$ cat src/rtl/arch_chk_pkg.sv
// arch_chk_pkg
// Shared types and helpers for the architectural state checker:
//   state_t   - checker FSM states
//   SEL_REG   - selects register-file golden / compare
//   SEL_MEM   - selects data-memory golden / compare
//   idxWidth  - index width for an n-entry table (minimum 1 bit)
package arch_chk_pkg;

    typedef enum logic [2:0] {
        ST_IDLE,
        ST_RUN,
        ST_SCAN_REG,
        ST_SCAN_MEM,
        ST_DRAIN,
        ST_DONE
    } state_t;

    localparam logic SEL_REG = 1'b0;
    localparam logic SEL_MEM = 1'b1;

    function automatic int idxWidth(input int n);
        return (n < 2) ? 1 : $clog2(n);
    endfunction

endpackage

$ cat src/rtl/gold_store.sv
// gold_store
// Golden-value storage for the state checker: one array for register-file
// entries and one for data-memory words. Single write port, asynchronous
// read per array. Deliberately has no reset so golden values survive a
// checker reset and a rerun needs no reload.
// Ports:
//   clk          in   write clock
//   reg_we_i     in   write strobe, register golden array
//   mem_we_i     in   write strobe, memory golden array
//   waddr_i      in   write index (shared)
//   wdata_i      in   write data (shared)
//   reg_raddr_i  in   register golden read index
//   mem_raddr_i  in   memory golden read index
//   reg_rdata_o  out  register golden read data
//   mem_rdata_o  out  memory golden read data
module gold_store
    import arch_chk_pkg::*;
#(
    parameter int DWIDTH = 32,
    parameter int NREG   = 32,
    parameter int NMEM   = 16,
    localparam int IW    = idxWidth((NREG > NMEM) ? NREG : NMEM),
    localparam int RW    = idxWidth(NREG),
    localparam int MW    = idxWidth(NMEM)
)(
    input  logic              clk,
    input  logic              reg_we_i,
    input  logic              mem_we_i,
    input  logic [IW-1:0]     waddr_i,
    input  logic [DWIDTH-1:0] wdata_i,
    input  logic [RW-1:0]     reg_raddr_i,
    input  logic [MW-1:0]     mem_raddr_i,
    output logic [DWIDTH-1:0] reg_rdata_o,
    output logic [DWIDTH-1:0] mem_rdata_o
);

    logic [DWIDTH-1:0] regGold [NREG];
    logic [DWIDTH-1:0] memGold [NMEM];

    // The top has already range-checked the index, so only the low bits
    // that address each array are needed here.
    always_ff @(posedge clk) begin
        if (reg_we_i) begin
            regGold[waddr_i[RW-1:0]] <= wdata_i;
        end
        if (mem_we_i) begin
            memGold[waddr_i[MW-1:0]] <= wdata_i;
        end
    end

    assign reg_rdata_o = regGold[reg_raddr_i];
    assign mem_rdata_o = memGold[mem_raddr_i];

endmodule

$ cat config.mk
export PLATFORM = sky130hd
export DESIGN_NAME = gold_store
export DESIGN_NICKNAME = d
export VERILOG_FILES = /design/src/rtl/arch_chk_pkg.sv /design/src/rtl/gold_store.sv
export SDC_FILE = /design/constraint.sdc
export NUM_CORES = 1
export LEC_CHECK = 0
export ABC_AREA = 1
export CAP_MARGIN = 20
export CORE_ASPECT_RATIO = 0.9
export CORE_MARGIN = 10
export CORE_UTILIZATION = 31
export CTS_BUF_LIST = sky130_fd_sc_hd__clkbuf_2 sky130_fd_sc_hd__clkbuf_4 sky130_fd_sc_hd__clkbuf_8
export DETAILED_ROUTE_END_ITERATION = 10
export SLEW_MARGIN = 20
export SYNTH_ARGS = -nofsm -noshare
export SYNTH_HDL_FRONTEND = slang
export SYNTH_SLANG_ARGS = --single-unit
$ cat constraint.sdc
create_clock -name clk -period 6.6 [get_ports clk]
set_clock_uncertainty 0.2 [all_clocks]
set_input_delay 1.98 -clock clk [delete_from_list [all_inputs] [get_ports clk]]
set_output_delay 1.98 -clock clk [all_outputs]
set_load 0.1 [all_outputs]
==> results of run 1 <==
## metrics by stage
| step | util (%) | cells |
|---|---|---|
| after floorplan | - | 5147 |
| after global placement | 33.6 | 7780 |
| after detailed placement | 33.6 | 7780 |
| after CTS | 36.0 | 8224 |
| after global routing | 36.1 | 8232 |
| final | 36.1 | 8233 |
## kinds of logic (layout without fill, tap and decap cells)
| logic type | count (synthesis) | count (layout) | synth area share, % |
|---|---|---|---|
| simple gates | 2632 | 2632 | 17.7 |
| other cells | 0 | 8 | 0 |
| compound gates | 384 | 384 | 3.58 |
| flops | 1536 | 1536 | 73.6 |
| buf+inv | 595 | 987 | 5.17 |
## placed cells by master (no fill, tap or decap), types with 4 or more instances in the layout
cell and count:
nor2_4 48, buf_12 106, nand2_1 1619, inv_1 267, o21ai_0 120, edfxtp_1 1536, buf_2 25, clkdlybuf4s50_1 8
clkinv_1 55, nor2_1 5, buf_4 127, o211ai_1 128, diode_2 8, clkinvlp_4 4, clkinv_2 22, clkbuf_8 284
clkbuf_4 75, a21oi_1 128, o21ai_1 8, nand3_1 960
## registers in the layout (all words and copies together) (netlist names)
| signal | cells |
|---|---|
| memGold | 512 |
| regGold | 1024 |
## worst max path at each step
stage | slack (ns) | to
floorplan | 0.92 | reg_rdata_o[15]
global placement | 0.44 | reg_rdata_o[16]
detailed placement | 0.45 | reg_rdata_o[16]
CTS | 0.44 | reg_rdata_o[16]
global route | 0.28 | reg_rdata_o[1]
finish | 0.40 | reg_rdata_o[16]
## power groups by stage
stage          clock [W]  sequential (W)  combinational [W]
2_1_floorplan          0          0.0111            0.00110
3_3_place_gp           0          0.0111            0.00188
3_5_place_dp           0          0.0111            0.00189
4_1_cts          0.00843          0.0109            0.00190
5_1_grt          0.00887          0.0109            0.00202
6_report         0.00826          0.0109            0.00189
## per-layer routing
layer | vias up | wire length (um) | share of wire (%)
met2 | 1786 | 82300 | 47
li1 | 18547 | - | -
met3 | 333 | 14700 | 8.3
met4 | 4 | 6050 | 3.4
met1 | 19872 | 73500 | 42
met5 | - | 27 | 0.015
## final cells by class
class                           count  share of cell area, %
Antenna cell                        8                 0.0276
Clock buffer                      358                   6.15
Clock inverter                     86                  0.626
Inverter                          272                   1.45
Multi-Input combinational cell   3016                   18.9
Sequential cell                  1536                   63.6
Tap cell                         2686                   4.64
Timing Repair Buffer              271                   4.62
==> results.py, run 1 <==
metrics = {
    "clock_tree": {
        "cts.clk_slew.worst_paths_ns": 0.06,
        "post_cts_buffers": 0,
        "cts_sinks": 1536,
        "numCtsBuffers": 276,
        "clock-root-buffer": "clkbuf_8",
        "clock_path_buffers": 4,
        "htree_levels": 5,
        "holdBufCountCts": 0,
        "cts_resized": 0,
        "tritoncts": "yes",
    },
    "timing": {
        "min_period_ns": 6.20,
        "slew_headroom_pct": 24.0,
        "tightest_slew_ns": 1.14,
        "finalCritPeriodShare_pct": 93.9,
        "rsz0062_at_grt": "no",
        "slew_viol_final": 0,
        "hold_violations": 0,
        "setup_tns_ns": 0,
        "fin_ws_ns": 0.404,
        "holdWs_ns": 1.24,
        "max_freq_ghz": 0.161,
        "setup_violations": 0,
    },
    "setup_path": {
        "critPathLaunchType": "input pin",
        "crit_path_cell_trace": "buf_8, inv_16, buf_12, buf_4, nand2_1, nand3_1, nand3_1, nand2_1, nand2_1, nand2_1, nand2_1, nand2_1, buf_12",
        "path_buf_inv": 5,
        "crit_top_cell": "nand2_1",
        "worstPathMaxFanout": 64,
        "cp-end-kind": "output pin",
        "crit_type": "in -> out",
        "crit_required_ns": 4.42,
        "cp-startpoint": "reg_raddr_i[0]",
        "crit_family": "buffers and inverters",
        "critPathSlowestCell": "buf_12",
        "cp.depth": 13,
        "slowest_delay_ns": 0.30,
        "cp_data_arrival_time_ns": 4.02,
    },
    "route": {
        "drcViolationCount": 0,
        "wirelength_um": 177000,
        "firstDrtPassIters": 7,
        "drtIter0Drc": 4296,
        "wire_per_inst_um": 21.5,
        "viasPerCell": 4.92,
        "num_vias": 40542,
        "ant_nets": 0,
    },
    "synth": {
        "synth_seq_area_share_pct": 73.6,
        "syn_area_per_cell_um2": 12.2,
        "synth_most_common_cell": "nand2_1",
        "ys_top_cells_by_area": "edfxtp_1, nand2_1, nand3_1, buf_6, inv_1",
        "ys_top_cells_by_count": "nand2_1, edfxtp_1, nand3_1",
        "ys_async_sr_fraction_pct": 0,
        "synth_edf_count": 1536,
        "yosysWarnings": 0,
        "yosys_register_bits": 1536,
        "synth_top_area_share_pct": 73.6,
        "ys.flop_type": "edfxtp_1",
        "synthesis.area_um2": 62700,
        "synth_nets": 5196,
        "synth.largest_area_cell": "edfxtp_1",
        "syn_inst": 5147,
        "synth_cell_types": 18,
    },
    "placement": {
        "place_congestion": 0.809,
        "dpl_worst_slack_ns": 0.449,
        "dpl_cell_area_um2": 67500,
        "hpwl_um": 99300,
        "io_buffers": 112,
    },
    "floorplanning": {
        "start_util_pct": 31.2,
        "die_area_um2": 221000,
        "fp-row-count": 156,
        "die_w_um": 494,
        "dieHeight_um": 447,
        "io_pins": 113,
        "coreArea_um2": 201000,
    },
    "min_path": {
        "hold_path.class": "in -> reg",
        "hold_depth": 1,
        "hold_path_end": "regGold[7][28]$_DFFE_PP_",
        "min_from": "wdata_i[28]",
    },
    "global_route": {
        "grt_pass1_vias": 38627,
        "top_usage_layer": "met2",
        "grt_first_pass_wirelength_um": 258000,
        "met2_usage_pct": 24.6,
        "antenna_found_initial": 18,
        "use_met1_pct": 20.6,
        "grt_usage_pct": 15.5,
        "globalRouteMet3Util_pct": 3.32,
        "grt_max_degree": 115,
        "overflow": 0,
    },
    "power_and_ir_drop": {
        "p_switching_w": 0.00520,
        "max-vdd-ir-drop_v": 0.000166,
        "leakagePower_nw": 26.2,
        "internal_power_w": 0.0159,
        "total_power_w": 0.0211,
        "combPwrFrac_pct": 9.0,
        "swShare_pct": 24.7,
        "seq_power_share_pct": 51.8,
        "p_clk_share_pct": 39.2,
        "power.density_nw_per_um2": 291,
    },
    "layout": {
        "nNetsFinal": 5422,
        "design_area_um2": 72500,
        "multi_input_area_um2": 13700,
        "register_area_um2": 46100,
        "fillers": 19394,
        "area_delta_synth_final_pct": 15.7,
        "drive_gt1_share_pct": 12.7,
    },
    "flow_run": {
        "cap_violations": 0,
    },
    "outcome": {
        "outcome": "completed",
    },
}
Note: power is estimated with default switching activity, not from simulation.
==> run 2, diff against run 1 <==
Settings changed: SETUP_SLACK_MARGIN set to 0.5.
==> run 2 against run 1 <==
  * Non-clock buffer count rose by 5
  * Cell count rose by 0.13%
  * Via count rose by 0.55%
  * Wire length rose by 1.1%
  * Combinational power barely moved
  * Critical endpoint is now reg_rdata_o[20]
  * Power rose by 0.15%
  * Critical path depth fell by 1
  * Die area did not move
  * Clock power barely moved
  * Worst hold slack got worse by 0.015 ns
  * Clock-buffer cell count did not move
  * Flip-flop and latch count did not move
==> results.py, run 2 (same netlist as run 1, synthesis figures left out) <==
metrics = {
    "layout": {
        "area_delta_synth_final_pct": 16.1,
        "layout_common_cells": "nand2_1, edfxtp_1, nand3_1",
        "layout_commonest_cell": "nand2_1",
        "fin_util_pct": 36.2,
        "drive_gt1_share_pct": 12.9,
        "largest_register_ffs": 1024,
        "fillers": 19375,
        "nNetsFinal": 5429,
    },
    "floorplanning": {
        "start_util_pct": 31.2,
        "io_pins": 113,
        "fp-row-count": 156,
        "dieHeight_um": 447,
        "die_w_um": 494,
        "die_area_um2": 221000,
        "coreArea_um2": 201000,
    },
    "route": {
        "viasPerCell": 4.95,
        "wirelength_um": 179000,
        "num_vias": 40767,
        "drtIter0Drc": 4410,
        "drcViolationCount": 0,
        "firstDrtPassIters": 5,
        "ant_nets": 0,
        "wire_per_inst_um": 21.7,
    },
    "setup_path": {
        "crit_required_ns": 4.42,
        "crit_type": "in -> out",
        "critPathLaunchType": "input pin",
        "cp_data_arrival_time_ns": 3.88,
        "cp-end-kind": "output pin",
        "worstPathMaxFanout": 43,
    },
    "placement": {
        "io_buffers": 112,
        "hpwl_um": 99300,
        "dpl_worst_slack_ns": 0.449,
        "place_congestion": 0.809,
    },
    "clock_tree": {
        "clock-root-buffer": "clkbuf_8",
        "tritoncts": "yes",
        "holdBufCountCts": 0,
        "post_cts_buffers": 0,
        "numCtsBuffers": 276,
        "cts.clk_slew.worst_paths_ns": 0.06,
        "clock_path_buffers": 4,
        "htree_levels": 5,
        "cts_sinks": 1536,
    },
    "min_path": {
        "hold_path.class": "in -> reg",
    },
    "timing": {
        "finalCritPeriodShare_pct": 91.9,
        "slew_viol_final": 0,
        "setup_tns_ns": 0,
        "max_freq_ghz": 0.165,
        "hold_violations": 0,
        "fin_ws_ns": 0.535,
        "setup_violations": 0,
        "tightest_slew_ns": 1.13,
        "rsz0062_at_grt": "yes",
        "slew_headroom_pct": 24.8,
        "min_period_ns": 6.06,
    },
    "global_route": {
        "antenna_found_initial": 19,
        "overflow": 0,
        "grt_usage_pct": 15.6,
        "grt_max_degree": 115,
        "grt_first_pass_wirelength_um": 259000,
        "grt_pass1_vias": 38714,
    },
    "power_and_ir_drop": {
        "leakagePower_nw": 26.4,
        "total_power_w": 0.0211,
        "max-vdd-ir-drop_v": 0.000173,
        "power.density_nw_per_um2": 290,
    },
    "flow_run": {
        "cap_violations": 0,
    },
    "outcome": {
        "outcome": "completed",
    },
}
## run 2: changes by cell type in the layout (fill, tap and decap cells not counted), moves of 3 or more
cell,before,now
buf_6,1,4
buf_12,106,99
buf_4,127,124
nand2_2,0,6
nand2_1,1619,1613
buf_16,0,8
diode_2,8,12
clkbuf_16,0,4
## run 2: through the flow
stage                     cell area (um2)  hold WS (ns)  instances
after CTS                           72500          1.32       8226
final                               72800          1.22       8244
after global placement              67500          2.46       7780
after detailed placement            67500          2.47       7780
after global routing                72800          1.17       8241
after floorplan                     62700          1.88       5147
## run 2: power by group
| group | total, W | internal [W] | leakage (nW) | switching, W |
|---|---|---|---|---|
| clock network | 0.00826 | 0.00448 | 2.60 | 0.00379 |
| registers | 0.0109 | 0.0109 | 13.9 | 0.0000306 |
| logic | 0.00192 | 0.000520 | 9.90 | 0.00140 |
## run 2: worst paths after layout
path / depth (start not counted) / slack, ns / startpoint / end
worst max-delay path: 12 / 0.54 / reg_raddr_i[0] / reg_rdata_o[20]
worst min-delay path: 1 / 1.22 / wdata_i[28] / regGold[7][28]$_DFFE_PP_
## run 2: what timing repair did
item                       in CTS  in global routing
resized for setup               3                 16
cloned                          2                  5
setup endpoints to repair       9                 29
## run 2: cell type report
cell class                      count  area [um2]  share of cell area [%]
Timing Repair inverter              2        20.0                  0.0275
Antenna cell                       12        30.0                  0.0413
Clock inverter                     86         454                   0.624
Sequential cell                  1536       46100                    63.4
Clock buffer                      358        4460                    6.13
Inverter                          272        1060                    1.46
Multi-Input combinational cell   3016       13700                    18.8
Tap cell                         2686        3360                    4.62
Timing Repair Buffer              276        3560                    4.89
## run 2: metal layers
layer  track usage, %  wire, um
met2             24.8     82900
met4             6.13      6690
met1             20.7     74100
met5                0        27
met3             3.37     14900
## run 2: critical path, stage by stage
cell     delay, ns
buf_16        0.22
buf_16        0.23
buf_12        0.25
nand2_1       0.09
nand3_1       0.10
nand3_1       0.08
nand2_1       0.15
nand2_1       0.08
nand2_1       0.15
nand2_1       0.07
nand2_1       0.16
buf_12        0.20
